### config.mk
export PLATFORM = sky130hd
export DESIGN_NAME = instr_encoder_flat
export DESIGN_NICKNAME = d
export VERILOG_FILES = /design/src/rtl/instr_encoder_pkg.sv /design/src/rtl/instr_encoder_if.sv /design/src/rtl/instr_encoder.sv /design/src/flat_wrapper.sv
export SDC_FILE = /design/constraint.sdc
export NUM_CORES = 1
export LEC_CHECK = 0
export BUFFER_PORTS_ARGS = -buffer_cell sky130_fd_sc_hd__buf_4
export CELL_PAD_IN_SITES_DETAIL_PLACEMENT = 1
export CELL_PAD_IN_SITES_GLOBAL_PLACEMENT = 1
export CORE_ASPECT_RATIO = 0.9
export CORE_MARGIN = 5
export CORE_UTILIZATION = 43
export DETAILED_ROUTE_END_ITERATION = 16
export PLACE_DENSITY = 0.77
export SYNTH_ARGS = -nofsm -noshare
export SYNTH_HDL_FRONTEND = slang
export SYNTH_SLANG_ARGS = --single-unit
### constraint.sdc
create_clock -name clk -period 2.52 [get_ports clk]
set_input_delay 0.504 -clock clk [delete_from_list [all_inputs] [get_ports clk]]
set_output_delay 0.504 -clock clk [all_outputs]
set_load 0.01 [all_outputs]
### src/rtl/instr_encoder_pkg.sv
// Shared types for the MIPS32 instruction encoder: decoded operation codes
// and the encoder sequencer state (exported for debug visibility).
package instr_encoder_pkg;

  typedef enum logic [4:0] {
    OP_NOP, OP_ADDU, OP_SUBU, OP_AND, OP_OR, OP_XOR, OP_NOR, OP_SLT, OP_SLTU,
    OP_SLL, OP_SRL, OP_SRA, OP_LUI,
    OP_LB, OP_LH, OP_LW, OP_LBU, OP_LHU, OP_SB, OP_SH, OP_SW,
    OP_MULT, OP_DIV, OP_JR, OP_BEQ
  } oper_t;

  typedef enum logic [1:0] {
    IDLE, EMIT_LUI, EMIT_ORI, EMIT_OP
  } enc_state_t;

endpackage

### src/rtl/instr_encoder_if.sv
// Request/response bundle of the instruction encoder.
// Both channels use strict valid/ready: a transfer happens on a clock edge where
// valid & ready are both high; the sender holds its payload stable while valid & !ready.
interface instr_encoder_if;
  import instr_encoder_pkg::*;

  logic        req_valid;
  logic        req_ready;
  oper_t       req_op;
  logic        req_use_imm;
  logic [4:0]  req_rs;
  logic [4:0]  req_rt;
  logic [4:0]  req_rd;
  logic [4:0]  req_shamt;
  logic [31:0] req_imm;
  logic        out_valid;
  logic        out_ready;
  logic [31:0] out_instr;
  logic        out_last;
  logic        err_pulse;
  logic        busy;
  enc_state_t  dbg_state;

  modport master (
    output req_valid, req_op, req_use_imm, req_rs, req_rt, req_rd, req_shamt, req_imm,
    output out_ready,
    input  req_ready, out_valid, out_instr, out_last, err_pulse, busy, dbg_state
  );

  modport slave (
    input  req_valid, req_op, req_use_imm, req_rs, req_rt, req_rd, req_shamt, req_imm,
    input  out_ready,
    output req_ready, out_valid, out_instr, out_last, err_pulse, busy, dbg_state
  );

endinterface

### src/rtl/instr_encoder.sv
// Encodes decoded operations into MIPS32 words, expanding wide immediates via $at
// into LUI/ORI/op. Optional macro ENCODER_SKIP_ORI_EN drops the ORI when imm[15:0]==0.
module instr_encoder
  import instr_encoder_pkg::*;
#(
  parameter int FIFO_DEPTH = 4
) (
  input logic            clk,
  input logic            rst_n,
  instr_encoder_if.slave bus
);

  localparam int          AW      = $clog2(FIFO_DEPTH);
  localparam logic [AW:0] PTR_ONE = (AW + 1)'(1);

  enc_state_t  state, state_nx;
  logic [31:0] lui_q, ori_q, op_q;
  logic [31:0] lui_w, ori_w, op_w;
  logic        cls_err, cls_expand;
  logic [5:0]  funct, iopc, mopc;
  logic        is_alu, zext, is_load, is_store;
  logic        sfit, zfit;
  logic        accept, push, push_last, pop, can_push, full, empty, skip_ori;
  logic [31:0] push_word;
  logic [AW:0] wr_ptr, rd_ptr;
  logic [32:0] mem [FIFO_DEPTH];
  logic        err_q;

  // ALU ops: R-type funct plus the matching I-type opcode (0 = no immediate form).
  always_comb begin
    funct  = 6'h00;
    iopc   = 6'h00;
    zext   = 1'b0;
    is_alu = 1'b1;
    case (bus.req_op)
      OP_ADDU: begin funct = 6'h21; iopc = 6'h09; end
      OP_SUBU: funct = 6'h23;
      OP_AND:  begin funct = 6'h24; iopc = 6'h0C; zext = 1'b1; end
      OP_OR:   begin funct = 6'h25; iopc = 6'h0D; zext = 1'b1; end
      OP_XOR:  begin funct = 6'h26; iopc = 6'h0E; zext = 1'b1; end
      OP_NOR:  funct = 6'h27;
      OP_SLT:  begin funct = 6'h2A; iopc = 6'h0A; end
      OP_SLTU: begin funct = 6'h2B; iopc = 6'h0B; end
      default: is_alu = 1'b0;
    endcase
  end

  always_comb begin
    mopc     = 6'h00;
    is_load  = 1'b0;
    is_store = 1'b0;
    case (bus.req_op)
      OP_LB:   begin mopc = 6'h20; is_load = 1'b1; end
      OP_LH:   begin mopc = 6'h21; is_load = 1'b1; end
      OP_LW:   begin mopc = 6'h23; is_load = 1'b1; end
      OP_LBU:  begin mopc = 6'h24; is_load = 1'b1; end
      OP_LHU:  begin mopc = 6'h25; is_load = 1'b1; end
      OP_SB:   begin mopc = 6'h28; is_store = 1'b1; end
      OP_SH:   begin mopc = 6'h29; is_store = 1'b1; end
      OP_SW:   begin mopc = 6'h2B; is_store = 1'b1; end
      default: ;
    endcase
  end

  assign sfit  = (&bus.req_imm[31:15]) | ~(|bus.req_imm[31:15]);
  assign zfit  = ~(|bus.req_imm[31:16]);
  assign lui_w = {6'h0F, 5'd0, 5'd1, bus.req_imm[31:16]};
  assign ori_w = {6'h0D, 5'd1, 5'd1, bus.req_imm[15:0]};

  always_comb begin
    op_w       = '0;
    cls_err    = 1'b0;
    cls_expand = 1'b0;
    if (is_alu) begin
      if (!bus.req_use_imm)
        op_w = {6'h00, bus.req_rs, bus.req_rt, bus.req_rd, 5'd0, funct};
      else if (iopc == 6'h00)
        cls_err = 1'b1;
      else if (zext ? zfit : sfit)
        op_w = {iopc, bus.req_rs, bus.req_rd, bus.req_imm[15:0]};
      else if (bus.req_rs == 5'd1)
        cls_err = 1'b1;  // $at is the scratch register of the expansion
      else begin
        cls_expand = 1'b1;
        op_w       = {6'h00, bus.req_rs, 5'd1, bus.req_rd, 5'd0, funct};
      end
    end else if (is_load || is_store) begin
      if (!sfit)
        cls_err = 1'b1;
      else
        op_w = {mopc, bus.req_rs, (is_load ? bus.req_rd : bus.req_rt), bus.req_imm[15:0]};
    end else begin
      case (bus.req_op)
        OP_SLL:  op_w = {11'd0, bus.req_rt, bus.req_rd, bus.req_shamt, 6'h00};
        OP_SRL:  op_w = {11'd0, bus.req_rt, bus.req_rd, bus.req_shamt, 6'h02};
        OP_SRA:  op_w = {11'd0, bus.req_rt, bus.req_rd, bus.req_shamt, 6'h03};
        OP_LUI:  op_w = {6'h0F, 5'd0, bus.req_rd, bus.req_imm[15:0]};
        default: cls_err = 1'b1;
      endcase
    end
  end

`ifdef ENCODER_SKIP_ORI_EN
  assign skip_ori = (ori_q[15:0] == 16'h0000);
`else
  assign skip_ori = 1'b0;
`endif

  assign full     = (wr_ptr[AW] != rd_ptr[AW]) && (wr_ptr[AW-1:0] == rd_ptr[AW-1:0]);
  assign empty    = (wr_ptr == rd_ptr);
  assign pop      = !empty && bus.out_ready;
  assign can_push = !full || pop;
  assign accept   = bus.req_valid && (state == IDLE);

  always_comb begin
    state_nx  = state;
    push      = 1'b0;
    push_word = '0;
    push_last = 1'b0;
    case (state)
      IDLE: begin
        if (accept && !cls_err) state_nx = cls_expand ? EMIT_LUI : EMIT_OP;
      end
      EMIT_LUI: begin
        if (can_push) begin
          push      = 1'b1;
          push_word = lui_q;
          state_nx  = skip_ori ? EMIT_OP : EMIT_ORI;
        end
      end
      EMIT_ORI: begin
        if (can_push) begin
          push      = 1'b1;
          push_word = ori_q;
          state_nx  = EMIT_OP;
        end
      end
      EMIT_OP: begin
        if (can_push) begin
          push      = 1'b1;
          push_word = op_q;
          push_last = 1'b1;
          state_nx  = IDLE;
        end
      end
      default: state_nx = IDLE;
    endcase
  end

  always_ff @(posedge clk or negedge rst_n) begin
    if (!rst_n) begin
      state <= IDLE;
      err_q <= 1'b0;
    end else begin
      state <= state_nx;
      err_q <= accept && cls_err;
    end
  end

  always_ff @(posedge clk or negedge rst_n) begin
    if (!rst_n) begin
      lui_q <= '0;
      ori_q <= '0;
      op_q  <= '0;
    end else if (accept) begin
      lui_q <= lui_w;
      ori_q <= ori_w;
      op_q  <= op_w;
    end
  end

  always_ff @(posedge clk or negedge rst_n) begin
    if (!rst_n) begin
      wr_ptr <= '0;
      rd_ptr <= '0;
    end else begin
      if (push) wr_ptr <= wr_ptr + PTR_ONE;
      if (pop)  rd_ptr <= rd_ptr + PTR_ONE;
    end
  end

  always_ff @(posedge clk) begin
    if (push) mem[wr_ptr[AW-1:0]] <= {push_last, push_word};
  end

  assign bus.req_ready                 = (state == IDLE);
  assign bus.out_valid                 = !empty;
  assign {bus.out_last, bus.out_instr} = empty ? 33'd0 : mem[rd_ptr[AW-1:0]];
  assign bus.err_pulse                 = err_q;
  assign bus.busy                      = (state != IDLE) || !empty;
  assign bus.dbg_state                 = state;

endmodule

### src/flat_wrapper.sv
// flat-port wrapper written by rule: the top's interface ports become plain ports
module instr_encoder_flat import instr_encoder_pkg::*;
#(
  parameter int FIFO_DEPTH = 4
)
  (clk, rst_n, bus_req_valid, bus_req_op, bus_req_use_imm, bus_req_rs, bus_req_rt, bus_req_rd, bus_req_shamt, bus_req_imm, bus_out_ready, bus_req_ready, bus_out_valid, bus_out_instr, bus_out_last, bus_err_pulse, bus_busy, bus_dbg_state);
  instr_encoder_if bus_i ();
  input logic clk;
  input logic rst_n;
  input wire logic [$bits(bus_i.req_valid)-1:0] bus_req_valid;
  input wire logic [$bits(bus_i.req_op)-1:0] bus_req_op;
  input wire logic [$bits(bus_i.req_use_imm)-1:0] bus_req_use_imm;
  input wire logic [$bits(bus_i.req_rs)-1:0] bus_req_rs;
  input wire logic [$bits(bus_i.req_rt)-1:0] bus_req_rt;
  input wire logic [$bits(bus_i.req_rd)-1:0] bus_req_rd;
  input wire logic [$bits(bus_i.req_shamt)-1:0] bus_req_shamt;
  input wire logic [$bits(bus_i.req_imm)-1:0] bus_req_imm;
  input wire logic [$bits(bus_i.out_ready)-1:0] bus_out_ready;
  output wire logic [$bits(bus_i.req_ready)-1:0] bus_req_ready;
  output wire logic [$bits(bus_i.out_valid)-1:0] bus_out_valid;
  output wire logic [$bits(bus_i.out_instr)-1:0] bus_out_instr;
  output wire logic [$bits(bus_i.out_last)-1:0] bus_out_last;
  output wire logic [$bits(bus_i.err_pulse)-1:0] bus_err_pulse;
  output wire logic [$bits(bus_i.busy)-1:0] bus_busy;
  output wire logic [$bits(bus_i.dbg_state)-1:0] bus_dbg_state;
  assign bus_i.req_valid = bus_req_valid;
  assign bus_i.req_op = bus_req_op;
  assign bus_i.req_use_imm = bus_req_use_imm;
  assign bus_i.req_rs = bus_req_rs;
  assign bus_i.req_rt = bus_req_rt;
  assign bus_i.req_rd = bus_req_rd;
  assign bus_i.req_shamt = bus_req_shamt;
  assign bus_i.req_imm = bus_req_imm;
  assign bus_i.out_ready = bus_out_ready;
  assign bus_req_ready = bus_i.req_ready;
  assign bus_out_valid = bus_i.out_valid;
  assign bus_out_instr = bus_i.out_instr;
  assign bus_out_last = bus_i.out_last;
  assign bus_err_pulse = bus_i.err_pulse;
  assign bus_busy = bus_i.busy;
  assign bus_dbg_state = bus_i.dbg_state;
  instr_encoder #(.FIFO_DEPTH(FIFO_DEPTH)) u_core (.clk(clk), .rst_n(rst_n), .bus(bus_i));
endmodule
======== Word-level counts from Yosys, hierarchy flattened ========
Memory sizes are Yosys's and may differ from the RTL's.
Cells that the tools add are included.
word-level totals
  memories kept ........................... 1
  output and inout port bits .............. 39
  memory bits (writable) .................. 132
  latch bits .............................. 0
  word-level logic and storage cells ...... 114
  register bits ........................... 75
  bits in read-only memories .............. 0
  bits of input ports ..................... 62
memories
  name        depth  bits a word  read ports  clocked after memory_dff  write ports  RTL line             text
  u_core.mem  4      33           1           0                         1            instr_encoder.sv:26  logic [32:0] mem [FIFO_DEPTH];
operators by class
  shift-type cells ........................ 0
  reductions and logical operators ........ 24
  div/mod/pow operators ................... 0
  mux-type cells .......................... 46
  add/subtract/negate cells ............... 2
  multipliers ............................. 0
  equality and inequality tests ........... 31
  bitwise gates (word level) .............. 3
  $lt $le $gt $ge ......................... 0
operators with widths
  operator                                                                 count
  32-bit 2-to-1 mux                                                        6
  30-bit case mux with 4 select lines                                      1
  32-bit case mux with 3 select lines                                      1
  6-bit case mux with 8 select lines                                       2
  30-bit 2-to-1 mux                                                        3
  5-bit by 4-bit equality test with 1-bit output, second input constant    8
  33-bit 2-to-1 mux                                                        1
  26-bit 2-to-1 mux                                                        1
  5-bit equality test, second input constant                               5
  4-bit case mux with 6 select lines                                       1
  1-bit 2-to-1 mux                                                         23
  5-bit by 3-bit equality test with 1-bit output, second input constant    4
  17-bit AND reduction                                                     1
  17-bit OR reduction                                                      1
  16-bit OR reduction                                                      1
  5-bit by 1-bit equality test with 1-bit output, second input constant    2
  5-bit by 2-bit equality test with 1-bit output, second input constant    2
  2-bit 2-to-1 mux                                                         5
  3-bit OR reduction                                                       3
  2-bit by 1-bit inequality test with 1-bit output, second input constant  4
  2-bit case mux with 4 select lines                                       1
  8-bit OR reduction                                                       1
  3-bit by 1-bit adder with 3-bit output, second input constant            2
  6-bit zero test                                                          1
  16 further kinds                                                         26

======== Longest topological paths before layout ========
Gate-level depths: netlist of the first run.
  depth in word-level cells ............... 12
  gate-level depth with buffers ........... 9
  depth with buffers taken out ............ 8

======== Worst setup path before layout of the first run ========
OpenSTA, ideal clock, no wires.
  kind .................................... flip-flop to flip-flop
  start point ............................. register u_core.state[0], in the netlist u_core.bus.dbg_state[0]
  end point ............................... memory u_core.mem[1][0] (enable)
  clock period less this slack ............ 2634 ps
  data required time ...................... 2128 ps
  cell stages (with the launch flop) ...... 7
  arrival ................................. 2242 ps
  path buffers ............................ 2
  setup slack ............................. -114 ps
  setup time .............................. 392 ps
  cell sequence ........................... dfrtp_1 > inv_1 > ha_1 > clkbuf_1 > nor2_1 > clkbuf_1 > and2_1
between the ends
  word-level cells in the longest chain between the ends .. 5
  elaborated cells on any way between the ends .. 7
  classes of those cells .................. eq/ne: 3; mux: 3; reduce/logical: 1
RTL lines
  element                                                                                       RTL line              text
  from (decl)                                                                                   instr_encoder.sv:16   enc_state_t state, state_nx;
  from (signal assigned)                                                                        instr_encoder.sv:155  state <= state_nx;
  2-bit by 1-bit equality test with 1-bit output / 2-bit equality test (equally long branches)  instr_encoder.sv:120  case (state)
  3-bit OR reduction (no line) (*)                                                              n/a
  1-bit 2-to-1 mux (*)                                                                          n/a
  1-bit 2-to-1 mux (*)                                                                          instr_encoder.sv:183  if (push) mem[wr_ptr[AW-1:0]] <= {push_last, push_word};
  1-bit 2-to-1 mux (not written as such) (*)                                                    instr_encoder.sv:183
  to (decl)                                                                                     instr_encoder.sv:26
Every way passes the cells marked *; elsewhere a longest branch is shown, timed or not.

======== Worst setup path after layout of the first run ========
  start point ............................. register u_core.rd_ptr[0]
  end point ............................... output port bus_out_instr[28]
between the ends
  word-level cells in the longest chain between the ends .. 2
  elaborated cells on any way between the ends .. 3
  classes of those cells .................. eq/ne: 1; mux: 1; memory: 1
RTL lines
  element                                                          RTL line              text
  from (decl)                                                      instr_encoder.sv:25   logic [AW:0] wr_ptr, rd_ptr;
  from (signal assigned)                                           instr_encoder.sv:178  if (pop) rd_ptr <= rd_ptr + PTR_ONE;
  memory 4 x 33 bit / 3-bit equality test (equally long branches)  n/a
  33-bit 2-to-1 mux (*)                                            instr_encoder.sv:188  assign {bus.out_last, bus.out_instr} = empty ? 33'd0 : mem[rd_ptr[AW-1:0]];
  to (decl)                                                        flat_wrapper.sv:21    output wire logic [$bits(bus_i.out_instr)-1:0] bus_out_instr;
Marked as above.

==> impl_metrics.toml, run 1 <==
[global_routing]
track_usage = 0.209
grt_overflow = 0
grt_start_max_net_pins = 48
antenna_found_initial = 0
grt_pass1_vias = 6915
grt_pass1_wl_um = 40100

[routing]
drt-initial-drc-count = 468
via_per_inst = 5.75
drcViolationCount = 0
ant_nets = 0
drt-pass1-iter-count = 9
top_layer = "met4"
vias = 6589
wl_um = 25300
wl_met3_um = 1460
wl_per_cell_um = 22.0
m1WireLength_um = 10600
wl_met2_um = 12700

[worst_setup_path]
startpoint_type = "register"
critPathKind = "reg2out"
crit_family = "multiplexers"
cp_max_fo = 12
cp.arrival_ns = 2.03
cp.buffers_inverters = 2
crit_chain = "buf_6 -> mux4_2 -> and2_1 -> buf_4"
slowest_delay_ns = 0.56
worstPathRequired_ns = 2.02
slowest_stage = "mux4_2"
endpoint_kind = "output port"

[placed_design]
portBuffers = 99
place_congestion = 0.879
hpwl_um = 17600
dpl-instance-area_mm2 = 0.0103

[floorplanning]
ioPinCount = 101
die_y_um = 148
num_rows = 50
start_util = 0.438
die_w_um = 164
die-area_mm2 = 0.0243
coreArea_mm2 = 0.0208

[power]
p_leak_nw = 4.47
ir_worst_vdd_uv = 518
p_per_area_mw_per_mm2 = 1390

[yosys]
synth.most_common_cell = "nand2_1"
yosys.area.top_type = "edfxtp_1"
synth_area_leaders = "edfxtp_1 42%, dfrtp_1 20%, mux4_2 7.9%"
synth_nets = 803
seq_area_frac_synth = 0.621
yosysWarnings = 0
yosys_register_bits = 201
ys_top_cells_by_count = "138 x nand2_1, 128 x edfxtp_1, 73 x dfrtp_1"
syn-instance-count = 732
ys.flop_type = "edfxtp_1"
synth-edff-count = 128
synth.distinct_cells = 64
ys_async_sr_fraction = 0.363
netlist.area_leader.share = 0.421
synth.avg_cell_area_um2 = 12.5
syn_area_mm2 = 0.00913

[sta]
fin_worst_skew_ns = 0.0124
min_period_over_period = 1.01
fin_crit_ns = 2.53
max_slew_margin = 0.409
hold_viol_final = 0
tns_ns = -0.0133
setup-violations-final = 1
max_freq_mhz = 395
rsz0062_at_grt = "true"
maxSlewViolCount = 0
layout_setup_ws_ns = -0.0133
worst_pin_slew_ns = 0.886

[min_path]
holdCritPathClass = "in2async"

[clock_tree]
clock-sinks = 201
ctsHoldBuffers = 0
cts_buffers = 22
clkLatencyLatePin_ns = 0.49
root_buffer = "clkbuf_16"
clk_pin_slew_worst_paths_ns = 0.06
tritoncts = "built"
clk_path_buf_depth = 3
h-tree-depth = 1

[finish]
areaGrowthSynthToFinish_pct = 23.3
finalInstanceArea_mm2 = 0.0113
final_util = 0.541
antenna_cells = 0
nets = 915
final_layout_size_suffix_gt1_frac = 0.283
n_fill_cell = 2119

[run_status]
outcome = "complete, but fails checks"
violations = "negative setup slack"

[run]
maxCapViolCount = 0
-- logic make-up after synthesis --
| family | count (synthesis) | share of synthesized area |
|---|---|---|
| buffers and inverters | 56 | 0.0253 |
| muxes | 35 | 0.0826 |
| and+or+nand+nor | 295 | 0.151 |
| adders and majority gates | 9 | 0.0123 |
| xor gates and xnor gates | 8 | 0.00767 |
| other | 1 | 0.000411 |
| AOI/OAI and AO/OA | 127 | 0.0995 |
| DFF | 201 | 0.621 |
-- worst paths after layout --
| path | from | to | slack [ns] | depth (start not counted) |
|---|---|---|---|---|
| worst min register to register | u_core.op_q[31] | u_core.op_q[31] | 0.47 | 2 |
| worst max-delay path | u_core.rd_ptr[0] | bus_out_instr[28] | -0.01 | 4 |
| worst min-delay path | rst_n | u_core.ori_q[11] | 0.04 | 1 |
| max in group asynchronous | rst_n | u_core.wr_ptr[0] | 1.84 | 2 |
| min in group clk | bus_req_imm[1] | u_core.ori_q[1] | 0.21 | 3 |
| worst max register to register | u_core.wr_ptr[2] | u_core.mem[2][12] | 0.14 | 4 |
-- cell type report --
cell class | count | area (um2) | share of cell area
clock buffers | 27 | 591 | 0.0524
clock inverters | 13 | 149 | 0.0132
inverters | 7 | 26.3 | 0.00233
multi-input cells | 475 | 3310 | 0.294
flip-flops and latches | 201 | 5670 | 0.504
well taps | 286 | 358 | 0.0318
repair buffers | 137 | 1160 | 0.103
-- power breakdown --
part           switching, mW  internal (mW)  total (mW)  leakage (nW)
clock network           1.28           1.98        3.26         0.362
registers              0.583           5.23        5.81          2.14
logic                   3.46           3.14        6.59          1.97
-- stage by stage --
| step | power [mW] | worst slack [ns] | hold slack [ns] | cells |
|---|---|---|---|---|
| after floorplan | 9.19 | 0.112 | 0.208 | 732 |
| after global placement | 11.4 | -0.0532 | 0.457 | 1106 |
| after detailed placement | 11.7 | -0.135 | 0.460 | 1106 |
| after CTS | 15.3 | -0.0139 | 0.0588 | 1146 |
| after global routing | 16.5 | -0.0760 | 0.0831 | 1146 |
| final | 15.7 | -0.0133 | 0.0436 | 1146 |
-- registers in the layout, indices dropped and copies added (netlist names) --
register / count
u_core.bus.dbg_state: 2
u_core.bus.err_pulse: 1
u_core.ori_q: 17
u_core.rd_ptr: 3
u_core.wr_ptr: 3
u_core.lui_q: 16
u_core.op_q: 31
u_core.mem: 128
-- metal layers --
layer | vias to the layer above | track usage
met2 | 218 | 0.355
met5 | - | 0
met3 | 38 | 0.0269
met4 | 0 | 0.0541
li1 | 2942 | -
met1 | 3391 | 0.287
-- timing repair --
item / 4_1_cts / 5_1_grt
resized for setup: 18 / 35
endpoints found under the setup margin: 32 / 50
pin swaps: 2 / 3
buffers inserted: 0 / 0
-- placed cells by master (no fill, tap or decap), types with 10 or more instances in the layout --
| cell type | n |
|---|---|
| and3_1 | 10 |
| and2_1 | 15 |
| buf_6 | 22 |
| o21ai_0 | 26 |
| o211ai_1 | 11 |
| clkbuf_16 | 23 |
| a21oi_1 | 24 |
| mux4_2 | 32 |
| a222oi_1 | 16 |
| nor3_1 | 12 |
| and2_4 | 21 |
| edfxtp_1 | 128 |
| nand2_1 | 137 |
| nor2_1 | 49 |
| buf_4 | 111 |
| dfrtp_1 | 71 |
No activity file was read; power rests on OpenSTA's default activity.
==> run 2: changes to the inputs <==
--- a/config.mk
+++ b/config.mk
@@ -13,6 +13,7 @@
 export CORE_UTILIZATION = 43
 export DETAILED_ROUTE_END_ITERATION = 16
 export PLACE_DENSITY = 0.77
+export RECOVER_POWER = 50
 export SYNTH_ARGS = -nofsm -noshare
 export SYNTH_HDL_FRONTEND = slang
 export SYNTH_SLANG_ARGS = --single-unit
==> impl_metrics.toml, run 2 (synthesis gave the netlist of run 1 again) <==
[run_status]
outcome = "complete, but fails checks"
violations = "negative setup slack"

[power]
p_leak_nw = 4.45
ir_worst_vdd_uv = 520
pwr-share-comb = 0.420
clkPwrFrac = 0.208
power_frac_seq = 0.372
netSwitchingFraction = 0.340
fin_total_pwr_mw = 15.6
p_per_area_mw_per_mm2 = 1390
p_sw_mw = 5.31
p_int_mw = 10.3

[clock_tree]
h-tree-depth = 1
tritoncts = "built"
ctsHoldBuffers = 0
cts_buffers = 22
clk_pin_slew_worst_paths_ns = 0.06
clock-sinks = 201
root_buffer = "clkbuf_16"
clkLatencyLatePin_ns = 0.50
clk_path_buf_depth = 3

[global_routing]
grt_start_max_net_pins = 48
track_usage = 0.209
grt_overflow = 0
antenna_found_initial = 0
grt_pass1_vias = 6915
grt_pass1_wl_um = 40100

[floorplanning]
num_rows = 50
start_util = 0.438
die_y_um = 148
die-area_mm2 = 0.0243
ioPinCount = 101
die_w_um = 164
coreArea_mm2 = 0.0208

[routing]
wl_per_cell_um = 22.1
via_per_inst = 5.72
ant_nets = 0
drt-initial-drc-count = 526
drt-pass1-iter-count = 7
drcViolationCount = 0
wl_um = 25300
vias = 6557

[finish]
largest_register_ffs = 128
areaGrowthSynthToFinish_pct = 22.9
nets = 915
final_layout_size_suffix_gt1_frac = 0.276
final_util = 0.539
antenna_cells = 0
fin_cells = 1146
n_fill_cell = 2124
final_cell_mix = "137 x nand2_1, 128 x edfxtp_1, 105 x buf_4"
layout_commonest_cell = "nand2_1"

[min_path]
holdCritPathClass = "in2reg"
hold_path_depth = 3
hp-start = "bus_req_imm[1]"
min_to = "u_core.ori_q[1]"

[sta]
maxSlewViolCount = 0
hold_viol_final = 0
rsz0062_at_grt = "true"
max_slew_margin = 0.146
max_freq_mhz = 394
fin_crit_ns = 2.54
layout_setup_ws_ns = -0.0164
fin_worst_skew_ns = 0.0138
min_period_over_period = 1.01
setup-violations-final = 2
tns_ns = -0.0185
worst_pin_slew_ns = 1.28

[worst_setup_path]
worstPathRequired_ns = 2.02
endpoint_kind = "output port"
startpoint_type = "register"
cp_max_fo = 12
r2r_end = "u_core.mem[0][27]"
cp.arrival_ns = 2.03
r2r_setup_slack_ns = 0.13
reg2regPathDepth = 4
worstReg2RegStart = "u_core.wr_ptr[2]"
critPathKind = "reg2out"
cp-startpoint = "u_core.rd_ptr[0]"

[run]
maxCapViolCount = 0

[placed_design]
place_congestion = 0.879
hpwl_um = 17600
portBuffers = 99
place_inst = 1106
-- run 2: changes by cell type in the layout (fill, tap and decap cells not counted), sizes merged --
cell / delta
buf: -7
clkbuf: +7
-- run 2: metal layers --
| layer | up-vias | GRT usage | routed length [um] |
|---|---|---|---|
| li1 | 2947 | - | - |
| met1 | 3347 | 0.287 | 10600 |
| met2 | 223 | 0.355 | 12600 |
| met3 | 40 | 0.0269 | 1460 |
| met4 | 0 | 0.0541 | 557 |
| met5 | - | 0 | 0 |
-- run 2: stage by stage --
stage / worst slack [ns] / hold slack, ns / area (um2)
global placement: -0.0532 / 0.457 / 10300
finish: -0.0164 / 0.211 / 11200
detailed placement: -0.135 / 0.460 / 10300
floorplan: 0.112 / 0.208 / 9140
global route: -0.0760 / 0.210 / 11200
CTS: -0.0139 / 0.0588 / 11100
-- run 2: power groups by stage --
stage | combinational [mW] | sequential [mW] | clock [mW]
finish | 6.56 | 5.81 | 3.25
CTS | 6.21 | 5.80 | 3.30
global placement | 5.67 | 5.69 | 0
detailed placement | 5.91 | 5.83 | 0
floorplan | 3.61 | 5.59 | 0
global route | 7.10 | 5.92 | 3.49
-- run 2: layout make-up --
| type | instances | area, um2 | share of cell area |
|---|---|---|---|
| Multi-Input combinational cell | 475 | 3300 | 0.294 |
| Sequential cell | 201 | 5670 | 0.505 |
| Clock inverter | 13 | 149 | 0.0133 |
| Clock buffer | 27 | 591 | 0.0526 |
| Timing Repair Buffer | 137 | 1130 | 0.100 |
| Tap cell | 286 | 358 | 0.0319 |
| Inverter | 7 | 26.3 | 0.00234 |
-- run 2: critical path: stages, from the launching register on --
cell	delay (ns)
dfrtp_2	0.43
buf_6	0.23
mux4_2	0.57
and2_1	0.18
buf_4	0.14
-- run 2: repair_timing --
action / 4_1_cts / 5_1_grt
setup buffers: 0 / 0
resized for setup: 18 / 35
setup endpoints to repair: 32 / 50
pin swaps: 2 / 3
-- run 2: worst max-delay path by stage --
stage,to
2_1_floorplan,u_core.mem[3][0]
3_3_place_gp,u_core.op_q[16]
3_5_place_dp,u_core.bus.dbg_state[1]
4_1_cts,bus_out_instr[12]
5_1_grt,bus_out_instr[28]
6_report,bus_out_instr[28]
==> run 3: changes to the inputs <==
--- a/config.mk
+++ b/config.mk
@@ -10,9 +10,10 @@
 export CELL_PAD_IN_SITES_GLOBAL_PLACEMENT = 1
 export CORE_ASPECT_RATIO = 0.9
 export CORE_MARGIN = 5
-export CORE_UTILIZATION = 43
+export CORE_UTILIZATION = 45
+export CTS_BUF_LIST = sky130_fd_sc_hd__clkbuf_8
 export DETAILED_ROUTE_END_ITERATION = 16
-export PLACE_DENSITY = 0.77
+export PLACE_DENSITY = 0.8
 export RECOVER_POWER = 50
 export SYNTH_ARGS = -nofsm -noshare
 export SYNTH_HDL_FRONTEND = slang
==> impl_metrics.toml, run 3 (synthesis gave the netlist of run 1 again) <==
[clock_tree]
clock-sinks = 201
h-tree-depth = 2
clk_path_buf_depth = 3
root_buffer = "clkbuf_8"
clk_pin_slew_worst_paths_ns = 0.06
tritoncts = "built"
cts_buffers = 35
clkLatencyLatePin_ns = 0.52

[power]
clkPwrFrac = 0.189
power_frac_seq = 0.376
p_leak_nw = 4.64
p_int_mw = 9.99
pwr-share-comb = 0.435
fin_total_pwr_mw = 15.6
p_sw_mw = 5.59
p_per_area_mw_per_mm2 = 1370
ir_worst_vdd_uv = 520
netSwitchingFraction = 0.359

[sta]
min_period_over_period = 1.04
hold_viol_final = 0
rsz0062_at_grt = "true"
maxSlewViolCount = 0
tns_ns = -1.24
max_freq_mhz = 382
layout_setup_ws_ns = -0.0995
setup-violations-final = 26
fin_worst_skew_ns = 0.0210
max_slew_margin = 0.259
worst_pin_slew_ns = 1.11
fin_crit_ns = 2.62

[placed_design]
place_congestion = 0.903
portBuffers = 99
dp_slack_ns = -0.0997
hpwl_um = 18900

[worst_setup_path]
startpoint_type = "register"
crit_end = "bus_out_instr[16]"
critPathKind = "reg2out"
r2r_setup_slack_ns = 0.13
cp-startpoint = "u_core.rd_ptr[0]"
cp.arrival_ns = 2.12
r2r_end = "u_core.mem[3][9]"
worstPathRequired_ns = 2.02
cp_max_fo = 7
worstReg2RegStart = "u_core.bus.dbg_state[0]"
endpoint_kind = "output port"
reg2regPathDepth = 5

[run_status]
outcome = "complete, but fails checks"
violations = "negative setup slack"

[routing]
drt-pass1-iter-count = 7
ant_nets = 0
wl_um = 27500
via_per_inst = 5.78
vias = 6746
wl_per_cell_um = 23.6
drcViolationCount = 0
drt-initial-drc-count = 577

[global_routing]
grt_pass1_wl_um = 42800
antenna_found_initial = 0
grt_overflow = 0
track_usage = 0.231
grt_pass1_vias = 7415
grt_start_max_net_pins = 42

[finish]
final_util = 0.571
final_layout_size_suffix_gt1_frac = 0.295
n_fill_cell = 2055
final_cell_mix = "145 x buf_4, 136 x nand2_1, 128 x edfxtp_1"
antenna_cells = 0
layout_commonest_cell = "buf_4"
areaGrowthSynthToFinish_pct = 24.9
largest_register_ffs = 128
nets = 958

[floorplanning]
start_util = 0.457
coreArea_mm2 = 0.0200
die-area_mm2 = 0.0232
die_w_um = 160
ioPinCount = 101
die_y_um = 145
num_rows = 49

[run]
maxCapViolCount = 0

[min_path]
holdCritPathClass = "in2reg"
-- run 3: layout make-up --
| cell class | instances | area, um2 | area share |
|---|---|---|---|
| multi-input combinational | 475 | 3310 | 0.290 |
| timing repair buffer | 167 | 1390 | 0.121 |
| sequential | 201 | 5670 | 0.497 |
| clock buffer | 39 | 537 | 0.0471 |
| tap | 255 | 319 | 0.0280 |
| inverter | 7 | 26.3 | 0.00230 |
| clock inverter | 24 | 156 | 0.0137 |
-- run 3: how the worst min path moves through the flow --
stage,startpoint,endpoint,slack [ns],cells after the start
finish,bus_req_imm[1],u_core.ori_q[1],0.20,3
global route,bus_req_imm[6],u_core.ori_q[6],0.19,3
global placement,u_core.ori_q[4],u_core.ori_q[4],0.46,2
detailed placement,u_core.lui_q[9],u_core.lui_q[9],0.46,2
floorplan,rst_n,u_core.bus.dbg_state[0],0.21,0
CTS,bus_req_imm[6],u_core.ori_q[6],0.18,3
-- run 3: layer usage --
metal  GRT usage  share of wire  vias up  wire length [um]
met5           0              0        -                 0
met4      0.0710          0.019        0               529
met3      0.0377          0.052       37              1430
met2       0.391           0.50      236             13900
met1       0.308           0.42     3442             11700
li1            -              -     3031                 -
-- run 3: power groups by stage --
stage | clock (mW) | sequential, mW | combinational [mW]
after CTS | 2.98 | 5.83 | 6.34
after global placement | 0 | 5.70 | 5.76
final | 2.94 | 5.87 | 6.77
after global routing | 3.17 | 5.96 | 7.30
after floorplan | 0 | 5.59 | 3.61
after detailed placement | 0 | 5.87 | 6.02
-- run 3: metrics by stage --
step	hold slack [ns]	cells	cell area [um2]
CTS	0.180	1163	11300
global route	0.189	1168	11400
global placement	0.457	1091	10400
floorplan	0.208	732	9140
detailed placement	0.464	1091	10400
finish	0.202	1168	11400
-- run 3: repair_timing --
| action | 4_1_cts | 5_1_grt |
|---|---|---|
| endpoints found under the hold margin | 29 | 0 |
| setup endpoints to repair | 31 | 135 |
| hold buffers | 1 | 0 |
| cloned | 2 | 4 |
| setup buffers | 6 | 2 |
| gates resized for setup | 5 | 27 |
| pin swaps | 0 | 1 |
-- run 3: worst max-delay path: stages, from the launching register on --
cell and delay, ns:
dfrtp_2 0.44, buf_4 0.15, buf_12 0.13, mux4_2 0.54, and2_1 0.19, buf_4 0.14
